**config.mk**
```make
export PLATFORM = sky130hd
export DESIGN_NAME = register_file_arbiter_flat
export DESIGN_NICKNAME = d
export VERILOG_FILES = /design/src/rtl/register_file_arbiter_if.sv /design/src/rtl/register_file_arbiter.sv /design/src/flat_wrapper.sv
export SDC_FILE = /design/constraint.sdc
export NUM_CORES = 1
export LEC_CHECK = 0
export ABC_AREA = 1
export BUFFER_PORTS_ARGS = -buffer_cell sky130_fd_sc_hd__buf_2
export CAP_MARGIN = 20
export CORE_MARGIN = 1
export CORE_UTILIZATION = 53
export DETAILED_ROUTE_END_ITERATION = 6
export GPL_ROUTABILITY_DRIVEN = 1
export GPL_TIMING_DRIVEN = 0
export HOLD_SLACK_MARGIN = 0.15
export PLACE_DENSITY = 0.83
export SETUP_SLACK_MARGIN = 0.4
export SYNTH_ARGS = -nofsm -noshare
export SYNTH_HDL_FRONTEND = slang
export SYNTH_SLANG_ARGS = --single-unit
```
**constraint.sdc**
```tcl
create_clock -name clock -period 3.7 [get_ports clock]
set_input_delay 0.555 -clock clock [delete_from_list [all_inputs] [get_ports clock]]
set_output_delay 0.555 -clock clock [all_outputs]
set_load 0.005 [all_outputs]
```
**src/rtl/register_file_arbiter_if.sv**
```systemverilog
// Bus bundle between the register file arbiter, its two requesters and the 256x8 register file.
// Handshake: a requester raises reqN with weN/wordN/addrN/wdataN and holds all of them stable until
// ackN; ackN is a single-cycle strobe with rdataN valid alongside it, and reqN may carry a new request in that cycle.
interface register_file_arbiter_if #(
  parameter int ADDR_WIDTH = 8,
  parameter int DATA_WIDTH = 8
);
  logic                    req0;
  logic                    we0;
  logic                    word0;
  logic [ADDR_WIDTH-1:0]   addr0;
  logic [2*DATA_WIDTH-1:0] wdata0;
  logic                    ack0;
  logic [2*DATA_WIDTH-1:0] rdata0;

  logic                    req1;
  logic                    we1;
  logic                    word1;
  logic [ADDR_WIDTH-1:0]   addr1;
  logic [2*DATA_WIDTH-1:0] wdata1;
  logic                    ack1;
  logic [2*DATA_WIDTH-1:0] rdata1;

  logic                    ram_write_en;
  logic [ADDR_WIDTH-1:0]   ram_address;
  logic [DATA_WIDTH-1:0]   ram_data_in;
  logic [DATA_WIDTH-1:0]   ram_data_out;

  logic                    busy;
  logic [1:0]              dbg_state;

  modport slave (
    input  req0, we0, word0, addr0, wdata0,
    input  req1, we1, word1, addr1, wdata1,
    input  ram_data_out,
    output ack0, rdata0, ack1, rdata1,
    output ram_write_en, ram_address, ram_data_in,
    output busy, dbg_state
  );

  modport master (
    output req0, we0, word0, addr0, wdata0,
    output req1, we1, word1, addr1, wdata1,
    output ram_data_out,
    input  ack0, rdata0, ack1, rdata1,
    input  ram_write_en, ram_address, ram_data_in,
    input  busy, dbg_state
  );
endinterface

```
**src/rtl/register_file_arbiter.sv**
```systemverilog
// Round-robin arbiter sharing a single-port, synchronous-read register file between two requesters.
// Words are big-endian register pairs {even, odd}; each request takes one (byte) or two (word) RAM cycles.
module register_file_arbiter #(
  parameter int ADDR_WIDTH = 8,
  parameter int DATA_WIDTH = 8
) (
  input  logic                    clock,
  input  logic                    reset_n,
  register_file_arbiter_if.slave  bus
);

  typedef enum logic [1:0] {
    IDLE   = 2'd0,
    ACC_HI = 2'd1,
    ACC_LO = 2'd2,
    FINISH = 2'd3
  } state_t;

  state_t                  r_state;
  logic                    r_owner;
  logic                    r_last_grant;
  logic                    r_we;
  logic                    r_word;
  logic [ADDR_WIDTH-1:0]   r_addr;
  logic [2*DATA_WIDTH-1:0] r_wdata;
  logic [DATA_WIDTH-1:0]   r_hi_byte;
  logic                    r_ack0;
  logic                    r_ack1;
  logic [2*DATA_WIDTH-1:0] r_rdata0;
  logic [2*DATA_WIDTH-1:0] r_rdata1;

  logic                    w_any_req;
  logic                    w_grant;
  logic                    w_sel_we;
  logic                    w_sel_word;
  logic [ADDR_WIDTH-1:0]   w_sel_addr;
  logic [2*DATA_WIDTH-1:0] w_sel_wdata;
  logic [2*DATA_WIDTH-1:0] w_result;

  // On a tie the port that did not win last time gets the grant.
  assign w_any_req   = bus.req0 | bus.req1;
  assign w_grant     = (bus.req0 & bus.req1) ? ~r_last_grant : bus.req1;
  assign w_sel_we    = w_grant ? bus.we1    : bus.we0;
  assign w_sel_word  = w_grant ? bus.word1  : bus.word0;
  assign w_sel_addr  = w_grant ? bus.addr1  : bus.addr0;
  assign w_sel_wdata = w_grant ? bus.wdata1 : bus.wdata0;

  // In FINISH the RAM output holds the byte read in the last access cycle.
  assign w_result = r_word ? {r_hi_byte, bus.ram_data_out}
                           : {{DATA_WIDTH{1'b0}}, bus.ram_data_out};

  always_ff @(posedge clock or negedge reset_n) begin
    if (!reset_n) begin
      r_state      <= IDLE;
      r_owner      <= 1'b0;
      r_last_grant <= 1'b1;
      r_we         <= 1'b0;
      r_word       <= 1'b0;
      r_addr       <= '0;
      r_wdata      <= '0;
      r_hi_byte    <= '0;
      r_ack0       <= 1'b0;
      r_ack1       <= 1'b0;
      r_rdata0     <= '0;
      r_rdata1     <= '0;
    end else begin
      r_ack0 <= 1'b0;
      r_ack1 <= 1'b0;
      case (r_state)
        IDLE: begin
          if (w_any_req) begin
            r_owner <= w_grant;
            r_we    <= w_sel_we;
            r_word  <= w_sel_word;
            r_addr  <= w_sel_word ? {w_sel_addr[ADDR_WIDTH-1:1], 1'b0} : w_sel_addr;
            r_wdata <= w_sel_wdata;
            r_state <= ACC_HI;
          end
        end
        ACC_HI: r_state <= r_word ? ACC_LO : FINISH;
        ACC_LO: begin
          r_hi_byte <= bus.ram_data_out;
          r_state   <= FINISH;
        end
        FINISH: begin
          if (r_owner) begin
            r_rdata1 <= w_result;
            r_ack1   <= 1'b1;
          end else begin
            r_rdata0 <= w_result;
            r_ack0   <= 1'b1;
          end
          r_last_grant <= r_owner;
          r_state      <= IDLE;
        end
        default: r_state <= IDLE;
      endcase
    end
  end

  // RAM controls are decoded from state so reset drops the write strobe at once.
  always_comb begin
    bus.ram_write_en = 1'b0;
    bus.ram_address  = '0;
    bus.ram_data_in  = '0;
    case (r_state)
      ACC_HI: begin
        bus.ram_write_en = r_we;
        bus.ram_address  = r_addr;
        bus.ram_data_in  = r_word ? r_wdata[2*DATA_WIDTH-1:DATA_WIDTH] : r_wdata[DATA_WIDTH-1:0];
      end
      ACC_LO: begin
        bus.ram_write_en = r_we;
        bus.ram_address  = {r_addr[ADDR_WIDTH-1:1], 1'b1};
        bus.ram_data_in  = r_wdata[DATA_WIDTH-1:0];
      end
      default: ;
    endcase
  end

  assign bus.ack0      = r_ack0;
  assign bus.ack1      = r_ack1;
  assign bus.rdata0    = r_rdata0;
  assign bus.rdata1    = r_rdata1;
  assign bus.busy      = (r_state != IDLE);
  assign bus.dbg_state = r_state;

endmodule

```
**src/flat_wrapper.sv**
```systemverilog
// flat-port wrapper written by rule: the top's interface ports become plain ports
module register_file_arbiter_flat 
#(
  parameter int ADDR_WIDTH = 8,
  parameter int DATA_WIDTH = 8
)
  (clock, reset_n, bus_req0, bus_we0, bus_word0, bus_addr0, bus_wdata0, bus_req1, bus_we1, bus_word1, bus_addr1, bus_wdata1, bus_ram_data_out, bus_ack0, bus_rdata0, bus_ack1, bus_rdata1, bus_ram_write_en, bus_ram_address, bus_ram_data_in, bus_busy, bus_dbg_state);
  register_file_arbiter_if #(.ADDR_WIDTH(ADDR_WIDTH), .DATA_WIDTH(DATA_WIDTH)) bus_i ();
  input  logic clock;
  input  logic reset_n;
  input wire logic [$bits(bus_i.req0)-1:0] bus_req0;
  input wire logic [$bits(bus_i.we0)-1:0] bus_we0;
  input wire logic [$bits(bus_i.word0)-1:0] bus_word0;
  input wire logic [$bits(bus_i.addr0)-1:0] bus_addr0;
  input wire logic [$bits(bus_i.wdata0)-1:0] bus_wdata0;
  input wire logic [$bits(bus_i.req1)-1:0] bus_req1;
  input wire logic [$bits(bus_i.we1)-1:0] bus_we1;
  input wire logic [$bits(bus_i.word1)-1:0] bus_word1;
  input wire logic [$bits(bus_i.addr1)-1:0] bus_addr1;
  input wire logic [$bits(bus_i.wdata1)-1:0] bus_wdata1;
  input wire logic [$bits(bus_i.ram_data_out)-1:0] bus_ram_data_out;
  output wire logic [$bits(bus_i.ack0)-1:0] bus_ack0;
  output wire logic [$bits(bus_i.rdata0)-1:0] bus_rdata0;
  output wire logic [$bits(bus_i.ack1)-1:0] bus_ack1;
  output wire logic [$bits(bus_i.rdata1)-1:0] bus_rdata1;
  output wire logic [$bits(bus_i.ram_write_en)-1:0] bus_ram_write_en;
  output wire logic [$bits(bus_i.ram_address)-1:0] bus_ram_address;
  output wire logic [$bits(bus_i.ram_data_in)-1:0] bus_ram_data_in;
  output wire logic [$bits(bus_i.busy)-1:0] bus_busy;
  output wire logic [$bits(bus_i.dbg_state)-1:0] bus_dbg_state;
  assign bus_i.req0 = bus_req0;
  assign bus_i.we0 = bus_we0;
  assign bus_i.word0 = bus_word0;
  assign bus_i.addr0 = bus_addr0;
  assign bus_i.wdata0 = bus_wdata0;
  assign bus_i.req1 = bus_req1;
  assign bus_i.we1 = bus_we1;
  assign bus_i.word1 = bus_word1;
  assign bus_i.addr1 = bus_addr1;
  assign bus_i.wdata1 = bus_wdata1;
  assign bus_i.ram_data_out = bus_ram_data_out;
  assign bus_ack0 = bus_i.ack0;
  assign bus_rdata0 = bus_i.rdata0;
  assign bus_ack1 = bus_i.ack1;
  assign bus_rdata1 = bus_i.rdata1;
  assign bus_ram_write_en = bus_i.ram_write_en;
  assign bus_ram_address = bus_i.ram_address;
  assign bus_ram_data_in = bus_i.ram_data_in;
  assign bus_busy = bus_i.busy;
  assign bus_dbg_state = bus_i.dbg_state;
  register_file_arbiter #(.ADDR_WIDTH(ADDR_WIDTH), .DATA_WIDTH(DATA_WIDTH)) u_core (.clock(clock), .reset_n(reset_n), .bus(bus_i));
endmodule
```
Word level (Yosys, flattened, before mapping)
Index checks and enable logic that the tools add are counted.
- output and inout bits: 54
- flip-flop bits (word level): 72
- logic and storage cells: 44
- bits of input ports: 64
- bitwise operators: 4
- multiplexer cells: 18
- equality and inequality tests: 4
- reduce and logical (&&, ||, !) cells: 6
- operators with widths (operator ; count):
    two-way mux 16 bit ; 2
    case mux 8 bit (2 select lines) ; 2
    two-way mux 8 bit ; 2
    two-way mux 1 bit ; 10
    case mux 2 bit (4 select lines) ; 1
    AND reduction 2 bit ; 3
    == test 2 bit, second input constant ; 2
    == test 2 x 1 -> 1 bit, second input constant ; 1
    zero test 2 bit ; 1
    two-way mux 2 bit ; 1
    != test 2 x 1 -> 1 bit, second input constant ; 1
    inverter 1 bit ; 2
    nonzero test 2 bit ; 1
    OR reduction 2 bit ; 1
    bitwise AND 1 bit ; 1
    OR 1 bit ; 1

Longest topological paths before layout
- depth after elaboration: 4
- depth in mapped cells: 8
- depth with buffers taken out: 7

Least setup slack after synthesis
OpenSTA, ideal clock, no wires.
- path kind: register -> output
- start: reg u_core.r_state[0], in the netlist u_core.bus.dbg_state[0]
- end: out bus_ram_data_in[0]
- buffers on the path: 0
- setup slack: 1.966 ns
- required time: 3.145 ns
- arrival time: 1.179 ns
- stages on the path, launching flop included: 7
- cells stage by stage: dfrtp_1 > inv_1 > ha_1 > inv_1 > nand2_1 > nand2_1 > a21oi_1
- cells in the longest elaborated chain, start to end: 2
- elaborated cells between the ends (all ways): 3
- ends and longest elaborated chain (what ; line ; text):
    from (decl) ; register_file_arbiter.sv:19 ; state_t r_state;
    from (signal assigned) ; register_file_arbiter.sv:80 ; ACC_HI: r_state <= r_word ? ACC_LO : FINISH;
    == test 2 bit / == test 2 x 1 -> 1 bit (equally long branches) ; register_file_arbiter.sv:106 ; case (r_state)
    case mux 8 bit (2 select lines) * ; register_file_arbiter.sv:106 ;
    to (decl) ; flat_wrapper.sv:28 ; output wire logic [$bits(bus_i.ram_data_in)-1:0] bus_ram_data_in;
Mark *: on every way between the ends. The rest lies on a longest branch, timed or not.

Worst setup path in the final report
- start: reg u_core.r_state[0], in the netlist u_core.bus.dbg_state[0]
- end: out bus_ram_data_in[2]
The elaborated chain is that of the path after synthesis.

==> impl_metrics.json <==
{
  "status": "complete, no violations",
  "drt_iter0_markers": 140,
  "ios": 118,
  "clkPwrFrac_pct": 20.6,
  "finalHoldViolCount": 0,
  "worstPathMaxFanout": 8,
  "end_kind": "output port",
  "timing.final.crit_share_pct": 69.0,
  "drc_errors": 0,
  "p_per_area_mw_per_mm2": 825,
  "place_area_mm2": 0.00394,
  "crit_path_start": "u_core.bus.dbg_state[0]",
  "initial_core_util_pct": 55.0,
  "cts.sinks": 72,
  "synth_cell_types": 18,
  "rr_worst_depth": 5,
  "cp.required_ns": 3.14,
  "layout_commonest_cell": "nand2_1",
  "swShare_pct": 39.1,
  "coreArea_mm2": 0.00592,
  "stdcell_area_mm2": 0.00417,
  "dieHeight_um": 80.4,
  "tns_ns": 0,
  "layout.nets": 593,
  "routed_wl_um": 7980,
  "drv_cap": 0,
  "p_leak_nw": 2.41,
  "postCtsHoldBufs": 0,
  "fin_util_pct": 70.4,
  "routed_via_density": 5.00,
  "peakVddDrop_mv": 0.423,
  "whs_ns": 0.305,
  "die_area_mm2": 0.00646,
  "grt_max_degree": 73,
  "p_int_mw": 2.09,
  "switching_power_mw": 1.35,
  "cts-root-buf": "clkbuf_8",
  "antenna_found_initial": 0,
  "diodes": 0,
  "worstMarginPinSlew_ns": 0.897,
  "setup_viol": 0,
  "ys_warn_count": 0,
  "dr_total_vias": 3026,
  "crit_arrival_ns": 2.00,
  "hold_path.class": "primary input to async pin",
  "die_w_um": 80.4,
  "synth_fp_nets": 465,
  "grt.overflow.total": 0,
  "grt_pass1_vias": 2711,
  "slew_headroom_pct": 40.2,
  "cts.clk_slew.worst_paths_ns": 0.08,
  "min_period_ns": 2.55,
  "rsz0062_at_grt": "no",
  "grt_pass1_wl_um": 12700,
  "grt_usage_pct": 26.2,
  "skew_ns": 0.0124,
  "syn_to_final_growth_pct": 28.0,
  "syn_area_mm2": 0.00326,
  "cts_buffer_depth": 2,
  "gp_congestion": 0.829,
  "rows": 28,
  "critical_path_class": "flop to output port",
  "pwr-share-comb_pct": 40.0,
  "synthCells": 397,
  "fmax_mhz": 392,
  "cts_made_buffers": 9,
  "cts_tree": "done",
  "wl_per_cell_um": 13.2,
  "synth_seq_cells": 72,
  "insertion_delay_ns": 0.35,
  "finalPower_mw": 3.44,
  "avgSynthCellArea_um2": 8.21,
  "drive_gt1_share_pct": 27.9,
  "dr.pass1.iters": 4,
  "ys_seq_area_share_pct": 55.3,
  "critPathLaunchType": "flop",
  "postCtsSetupRepairBufs": 0,
  "r2r_start": "u_core.bus.dbg_state[0]",
  "cts-resized-gates": 0,
  "seqPwrFrac_pct": 39.5,
  "maxSlewViolCount": 0,
  "ant_nets": 0,
  "hpwl_um": 5680,
  "final_cell_mix": "155 x nand2_1, 123 x buf_2, 71 x dfrtp_1, 51 x inv_1, 30 x o21ai_0",
  "htreeDepth": 3,
  "port_buffers": 117
}
per-stage QoR:
step	instances	setup WS [ns]
floorplan	397	1.97
global placement	589	1.57
detailed placement	589	1.55
CTS	605	1.15
global route	605	0.959
finish	605	1.15
power groups by stage:
stage | Combinational, mW | Clock (mW) | Sequential, mW
4_1_cts | 1.39 | 0.715 | 1.36
3_3_place_gp | 1.33 | 0 | 1.35
3_5_place_dp | 1.38 | 0 | 1.36
6_report | 1.37 | 0.708 | 1.36
2_1_floorplan | 0.818 | 0 | 1.35
5_1_grt | 1.58 | 0.752 | 1.40
synth_stat cells (all sizes together):
cell | n | area (um2)
clkbuf | 6 | 22.5
inv | 55 | 206
ha | 4 | 50.1
a31oi | 1 | 6.26
o211ai | 24 | 180
dfstp | 1 | 26.3
nor2 | 11 | 41.3
nand3 | 5 | 25.0
dfrtp | 71 | 1780
nand2 | 155 | 582
o21ai | 44 | 220
buf | 11 | 65.1
a21oi | 9 | 56.3
cell type report:
class	count	area [um2]
Sequential cell	72	1800
Fill cell	473	1750
Multi-Input combinational cell	253	1160
Timing Repair Buffer	117	588
Inverter	55	206
Clock buffer	10	138
Tap cell	75	93.8
Clock inverter	6	91.3
Buffer	17	87.6
flip-flops by register name, indices dropped and copies added, names as in the netlist, 2 cells and up:
name / cells
u_core.bus.dbg_state: 2
u_core.r_wdata: 16
u_core.bus.rdata0: 16
u_core.bus.rdata1: 16
u_core.r_hi_byte: 8
u_core.r_addr: 8
worst max-delay path, cell delays in order, from the launching register on:
cell	delay (ns)
dfrtp_1	0.44
inv_1	0.13
ha_1	0.22
inv_1	0.15
nand2_1	0.28
nand2_1	0.08
a21oi_1	0.19
buf_2	0.15
routing by layer:
layer	share of wire, %	track usage [%]	vias to the layer above	wire (um)
li1	-	-	1498	-
met1	43	32.9	1380	3410
met2	49	43.5	134	3890
met3	7.1	6.70	14	569
met4	1.4	9.46	0	108
met5	0	0	-	0
final timing paths:
| path | endpoint | slack, ns |
|---|---|---|
| worst min register to register | u_core.r_last_grant | 0.48 |
| max in group asynchronous | u_core.bus.rdata1[2] | 2.78 |
| min in group clock | u_core.r_wdata[14] | 0.45 |
| worst max-delay path | bus_ram_data_in[2] | 1.15 |
| worst min-delay path | u_core.bus.rdata0[4] | 0.31 |
| worst max register to register | u_core.r_hi_byte[5] | 2.02 |
logic make-up (layout without fill, tap and decap cells):
| group | Yosys count | in the layout | synth area share [%] |
|---|---|---|---|
| AO/OA/AOI/OAI | 78 | 78 | 14.2 |
| buffers and inverters | 72 | 205 | 9.02 |
| AND/OR/NAND/NOR | 171 | 171 | 19.9 |
| adder cells (fa/ha/maj) | 4 | 4 | 1.54 |
| flip-flops | 72 | 72 | 55.3 |
Note: power is estimated with default switching activity, not from simulation.
